<file path="config.mk">
export PLATFORM = sky130hd
export DESIGN_NAME = wb_regfile
export DESIGN_NICKNAME = d
export VERILOG_FILES = /design/src/rtl/mips_pkg.sv /design/src/rtl/wb_mux.sv /design/src/rtl/wb_regfile.sv
export SDC_FILE = /design/constraint.sdc
export NUM_CORES = 2
export LEC_CHECK = 0
export BUFFER_PORTS_ARGS = -buffer_cell sky130_fd_sc_hd__buf_2
export CAP_MARGIN = 0
export CELL_PAD_IN_SITES_DETAIL_PLACEMENT = 1
export CELL_PAD_IN_SITES_GLOBAL_PLACEMENT = 2
export CORE_MARGIN = 3
export CORE_UTILIZATION = 42
export DETAILED_ROUTE_END_ITERATION = 16
export PLACE_DENSITY = 0.73
export SLEW_MARGIN = 20
export SYNTH_ARGS = -nofsm -noshare
export SYNTH_HDL_FRONTEND = slang
export SYNTH_HIERARCHICAL = 1
export SYNTH_SLANG_ARGS = --single-unit
</file>
<file path="constraint.sdc">
create_clock -name clk -period 30.6 [get_ports clk]
set_clock_uncertainty 0.1 [all_clocks]
set_input_delay 1.53 -clock clk [delete_from_list [all_inputs] [get_ports clk]]
set_output_delay 1.53 -clock clk [all_outputs]
set_load 0.03 [all_outputs]
</file>
<file path="src/rtl/mips_pkg.sv">
// mips_pkg: constants and types shared by the MIPS pipeline stages.
//   DATA_W    - datapath / register width
//   ADDR_W    - register address width
//   REG_ZERO  - address of the hard-wired zero register $0
//   word_t    - one datapath word
//   regaddr_t - one register address
package mips_pkg;

    localparam int DATA_W = 32;
    localparam int ADDR_W = 5;

    typedef logic [DATA_W-1:0] word_t;
    typedef logic [ADDR_W-1:0] regaddr_t;

    localparam regaddr_t REG_ZERO = 5'd0;

endpackage : mips_pkg

</file>
<file path="src/rtl/wb_mux.sv">
// wb_mux: write-back result select. Shared with the EX forwarding logic so
// both see exactly the same value for the W stage.
// Ports:
//   memtoregW  in  1 = pick load data, 0 = pick ALU result
//   readdataW  in  load data from MEM/WB
//   aluoutW    in  ALU result from MEM/WB
//   resultW    out selected write-back value (valid regardless of regwriW)
module wb_mux #(
    parameter int DATA_W = 32
) (
    input  logic              memtoregW,
    input  logic [DATA_W-1:0] readdataW,
    input  logic [DATA_W-1:0] aluoutW,
    output logic [DATA_W-1:0] resultW
);

    assign resultW = memtoregW ? readdataW : aluoutW;

endmodule : wb_mux

</file>
<file path="src/rtl/wb_regfile.sv">
// wb_regfile: write-back stage plus the 32-entry architectural register file.
// Ports:
//   clk, rst                  clock, asynchronous active-high reset
//   regwriW, memtoregW,
//   readdataW, aluoutW,
//   wriregW                   MEM/WB pipeline-register outputs
//   ra1D, ra2D / rd1D, rd2D   ID-stage read ports with write-through bypass
//   resultW                   selected W-stage value for EX forwarding
//   dbg_addr / dbg_data       debug read of committed state (no bypass)
//   wb_count                  number of committed writes to nonzero registers
//   last_wreg                 destination of the most recent committed write
module wb_regfile #(
    parameter int DATA_W = 32,
    parameter int ADDR_W = 5,
    parameter int NREGS  = 32
) (
    input  logic              clk,
    input  logic              rst,
    input  logic              regwriW,
    input  logic              memtoregW,
    input  logic [DATA_W-1:0] readdataW,
    input  logic [DATA_W-1:0] aluoutW,
    input  logic [ADDR_W-1:0] wriregW,
    input  logic [ADDR_W-1:0] ra1D,
    input  logic [ADDR_W-1:0] ra2D,
    output logic [DATA_W-1:0] rd1D,
    output logic [DATA_W-1:0] rd2D,
    output logic [DATA_W-1:0] resultW,
    input  logic [ADDR_W-1:0] dbg_addr,
    output logic [DATA_W-1:0] dbg_data,
    output logic [31:0]       wb_count,
    output logic [ADDR_W-1:0] last_wreg
);

    import mips_pkg::*;

    localparam logic [ADDR_W-1:0] ZERO_A = ADDR_W'(REG_ZERO);

    logic [DATA_W-1:0] regs [NREGS];
    logic              commit;

    wb_mux #(.DATA_W(DATA_W)) u_wb_mux (
        .memtoregW (memtoregW),
        .readdataW (readdataW),
        .aluoutW   (aluoutW),
        .resultW   (resultW)
    );

    // Writes to $0 are dropped entirely: no array, counter or last_wreg update.
    assign commit = regwriW && (wriregW != ZERO_A);

    // Commit boundary: array, counter and last destination update together.
    always_ff @(posedge clk or posedge rst) begin
        if (rst) begin
            for (int i = 0; i < NREGS; i++) begin
                regs[i] <= '0;
            end
            wb_count  <= '0;
            last_wreg <= '0;
        end else if (commit) begin
            regs[wriregW] <= resultW;
            wb_count      <= wb_count + 32'd1;
            last_wreg     <= wriregW;
        end
    end

    // Write-through bypass lets an ID read of the register being written this
    // cycle see the new value, so a WB->ID hazard needs no stall.
    always_comb begin
        rd1D = regs[ra1D];
        if (ra1D == ZERO_A) begin
            rd1D = '0;
        end else if (commit && (ra1D == wriregW)) begin
            rd1D = resultW;
        end
    end

    always_comb begin
        rd2D = regs[ra2D];
        if (ra2D == ZERO_A) begin
            rd2D = '0;
        end else if (commit && (ra2D == wriregW)) begin
            rd2D = resultW;
        end
    end

    assign dbg_data = (dbg_addr == ZERO_A) ? '0 : regs[dbg_addr];

endmodule : wb_regfile

</file>
==> results_tabular.tex <==
\begin{tabular}{lr}
\hline
Metric & Value \\
\hline
\multicolumn{2}{l}{\textbf{Run status}} \\
Status & complete, no violations \\
\multicolumn{2}{l}{\textbf{Setup path}} \\
Worst path slowest cell & buf\_4 \\
Startpoint Class & primary input \\
Buf/Inv on CP & 5 \\
Path type of the worst setup path & in2out \\
Type of destination of the critical path & output port \\
Critical Path Fanout Max & 45 \\
Peak per-stage delay on the critical path & approximately 0.85 ns \\
Worst endpoint data arrival time & around 6.3 ns \\
Most frequent cell on the critical path & buf\_4 \\
Critical path, cell by cell & buf\_8 -> buf\_4 -> buf\_4 -> buf\_4 -> mux2i\_1 -> a221oi\_2 -> o21ai\_0 -> a211o\_1 -> a31oi\_1 -> buf\_2 \\
CP top delay family & buffers and inverters \\
Required time reported for the critical path endpoint & 28.97 ns \\
\multicolumn{2}{l}{\textbf{Power}} \\
Comb pwr share & 0.261 \\
Leakage & 30.6 nW \\
Share of power burned in registers & 0.409 \\
Power per cell area & 66.6 nW/um\^{}2 \\
P\_sw & 0.00146 W \\
Switching part of the total power & 0.305 \\
Internal cell power & around 0.0033 W \\
Tot Pwr & 0.00481 W \\
Part of the power in the clock network & 0.331 \\
IR Drop Worst-Case VDD & 0.0000547 V \\
\multicolumn{2}{l}{\textbf{Yosys}} \\
Count of state elements after synthesis & 1,061 \\
EDFF count, synth & 0 \\
Post-synth top area cell & dfrtp\_1 \\
Top post-synthesis cells by area & dfrtp\_1 (41\%), mux4\_2 (28\%), mux2\_2 (17\%) \\
Netlist area before placement & 65,200 um\^{}2 \\
Share of synthesized area occupied by flip-flops and latches & 0.407 \\
Mean post-synth cell area & 15.2 um\^{}2 \\
FFs w/ async S/R, synth & 1.00 \\
Total number of yosys warnings & 6 \\
Most used flip-flop cell after synthesis & dfrtp\_1 \\
Net count of the mapped netlist & 4,384 \\
Post-synthesis share of cell area spent on and, or, nand and nor gates & 0.0258 \\
Arithmetic-cell share of the synthesized area counting full adders, half adders and majority gates & 0.000192 \\
Synthesized instance count & 4,295 \\
Distinct cell type count after synthesis & 57 \\
Xor/xnor cell area share of the yosys netlist & 0.00551 \\
Largest family of logic cells by synthesized area & multiplexers \\
Portion of netlist area occupied by mux cells & 0.492 \\
Area share of the largest cell type after synthesis & 0.407 \\
Compound-Gate Fraction of Synth Area & 0.0324 \\
\multicolumn{2}{l}{\textbf{CTS}} \\
Sink Count & 1,061 \\
CTS buffer count & 130 \\
Number of gates given a new drive strength after cts & 0 \\
Buffer type at the clock tree root & clkbuf\_16 \\
Cts hold-fix bufs & 0 \\
Clock transition at path regs & 0.06 ns \\
Post-CTS repair timing setup buffer count & 0 \\
Htree depth & 4 \\
Maximum number of buffers from clock root to sink & 3 \\
CTS tree & yes \\
Latest clock arrival within the worst-skew pair & between 0.7 and 0.8 ns \\
\multicolumn{2}{l}{\textbf{Layout}} \\
Final non-filler cell area & 72,200 um\^{}2 \\
Number of fillers in the final layout & roughly 15,000 \\
Net count, final & about 4,300 \\
Relative area change from synthesis to final layout & 10.7\% \\
Sequential standard cell area & approximately 27,000 um\^{}2 \\
Share of cells above drive strength 1 & 0.562 \\
Area of the multi-input gates & about 37,000 um\^{}2 \\
\multicolumn{2}{l}{\textbf{Global routing}} \\
Pin count of the biggest net entering global routing & 170 \\
All-Layer GR Usage & 0.299 \\
M1 GR Usage & 0.417 \\
Antenna violations before repair & 6 \\
GR Util met3 & 0.0604 \\
Gr ovfl total & 0 \\
Wire length of the first global-routing pass & 342,000 um \\
GR Layer Usage met2 & 0.468 \\
Vias in the first global route & approximately 45,000 \\
Layer with the highest usage after global routing & met2 \\
\multicolumn{2}{l}{\textbf{STA}} \\
Total count of hold-check failures in the final report & 0 \\
Setup violations, final & 0 \\
Post-layout min period & 7.89 ns \\
Fin crit share & 0.258 \\
RSZ-0062 raised after global routing & no \\
Total negative slack & 0 ns \\
Slew at the pin closest to its max-slew limit & 1.19 ns \\
Slew Viols, Final & 0 \\
Maximum clock frequency & 0.127 GHz \\
Relative max-transition margin & 0.204 \\
\multicolumn{2}{l}{\textbf{Floorplan}} \\
Die footprint & approximately 160,000 um\^{}2 \\
Total core area & 153,000 um\^{}2 \\
Overall die height & approximately 400 um \\
Overall die width & 400 um \\
Count of standard-cell rows & 143 \\
Initial core utilization & 0.426 \\
IO Count & 253 \\
\multicolumn{2}{l}{\textbf{Placement}} \\
Cell area after placement & 67,800 um\^{}2 \\
Port Buffer Count & roughly 250 \\
Half-perimeter wire length after detailed placement & 131,000 um \\
Last weighted congestion value of the routability-driven placer & slightly below 0.8 \\
\multicolumn{2}{l}{\textbf{Detailed routing}} \\
First-pass iteration count of the detailed router & 5 \\
Total vias in the final route & 43,600 \\
WL final & 238,000 um \\
Avg Vias per Cell & 6.83 \\
\# DRC & 0 \\
First-iteration detailed-routing DRC count & roughly 4,400 \\
Post-route antenna net violation count & 0 \\
Routed wire per std cell & 37.3 um \\
\multicolumn{2}{l}{\textbf{Job}} \\
Max-cap check violation count & 0 \\
\multicolumn{2}{l}{\textbf{Min path}} \\
Hold Path Class & reg2reg \\
\hline
\end{tabular}
[metrics by stage]
step / cells / util / worst slack, ns / hold slack, ns
detailed placement: 6157 / 0.443 / 22.66 / 0.303
global route: 6386 / 0.471 / 22.40 / 0.331
CTS: 6385 / 0.471 / 22.64 / 0.317
global placement: 6157 / 0.443 / 22.66 / 0.296
floorplan: 4295 / - / 14.34 / 0.358
finish: 6389 / 0.471 / 22.71 / 0.316
[final timing paths]
kind,cells after the start,to,slack [ns],from
max,10,rd2D[18],22.71,ra2D[0]
min,0,regs[997],0.32,regs[997]
max reg2reg,5,wb_count[28],28.76,wb_count[8]
min reg2reg,0,regs[997],0.32,regs[997]
max in group asynchronous,6,wb_count[29],25.75,rst
min in group asynchronous,2,regs[565],0.74,rst
[layout make-up]
| class | instances | share of cell area |
|---|---|---|
| tap | 2030 | 0.0352 |
| antenna | 3 | 0.000104 |
| clock buffer | 192 | 0.0548 |
| timing repair buffer | 349 | 0.0301 |
| multi-input combinational | 2712 | 0.506 |
| sequential | 1061 | 0.368 |
| clock inverter | 36 | 0.00532 |
| inverter | 6 | 0.000364 |
[cells in the final DEF, fill, tap and decap left out, types with 7 or more instances in the layout]
master	Yosys	routed
a221o_1	30	30
clkinv_2	0	22
a221oi_1	35	35
nand4_1	16	16
bufinv_16	0	7
mux2_4	30	30
nand2_4	0	15
nor2_1	64	48
nand2_1	134	119
nor2b_1	39	34
mux4_2	823	823
nor2_4	0	16
nor3_1	10	10
a21oi_1	20	20
buf_2	147	237
and2_1	8	8
buf_4	27	96
a22oi_1	48	48
clkbuf_1	256	24
a32oi_1	15	15
o21ai_0	45	45
mux2_2	991	991
mux2i_1	184	184
mux2_1	8	8
clkbuf_16	0	138
a22o_1	12	12
nand3_1	30	30
o211ai_1	15	15
clkbuf_8	0	30
xnor2_1	38	38
and3_1	15	14
dfrtp_1	1061	1061
a211oi_1	38	38
[logic make-up (layout without fill, tap and decap cells)]
family,Yosys count,after routing
flops,1061,1061
fa+ha+maj,1,1
buf+inv,522,583
simple gates,352,352
other cells,0,3
xor+xnor,41,41
mux,2036,2036
compound gates,282,282
[worst register-to-register path: stages, from the launching register on]
cell     delay, ns
dfrtp_1       0.41
and3_1        0.19
and3_1        0.34
and4_1        0.39
nand3_1       0.15
xnor2_1       0.14
[state kept, by name, summed over array words and instances, names as in the netlist]
name,count
last_wreg,5
regs,1024
wb_count,32
[power by group through the flow]
| stage | registers (W) | logic, W | clock network, W |
|---|---|---|---|
| 2_1_floorplan | 0.00189 | 0.000979 | 0 |
| 3_3_place_gp | 0.00195 | 0.00123 | 0 |
| 3_5_place_dp | 0.00197 | 0.00125 | 0 |
| 4_1_cts | 0.00195 | 0.00126 | 0.00162 |
| 5_1_grt | 0.00200 | 0.00133 | 0.00168 |
| 6_report | 0.00196 | 0.00125 | 0.00159 |
[routing by layer]
metal  wire (um)  vias up
li1            -    17100
met1       99300    24200
met2      111000     1948
met3       18500      438
met4        8700        4
met5          26        -
[synth_stat cells (6+ instances only)]
library cell / count
a32oi_1: 15
nor2b_1: 39
buf_1: 67
o21ai_0: 45
a22o_1: 12
buf_2: 147
mux4_2: 823
o211ai_1: 15
a22oi_1: 48
or3_1: 6
clkbuf_1: 256
and2_1: 8
nand3_1: 30
a221o_1: 30
nand2b_1: 6
mux2_1: 8
mux2_4: 30
nor2_1: 64
xnor2_1: 38
a221oi_1: 35
dfrtp_1: 1061
and3_1: 15
nand4_1: 16
a211oi_1: 38
buf_4: 27
mux2_2: 991
buf_6: 12
mux2i_1: 184
nand2_1: 134
a21oi_1: 20
nor3_1: 10
Power figures use the tool's default switching activity.
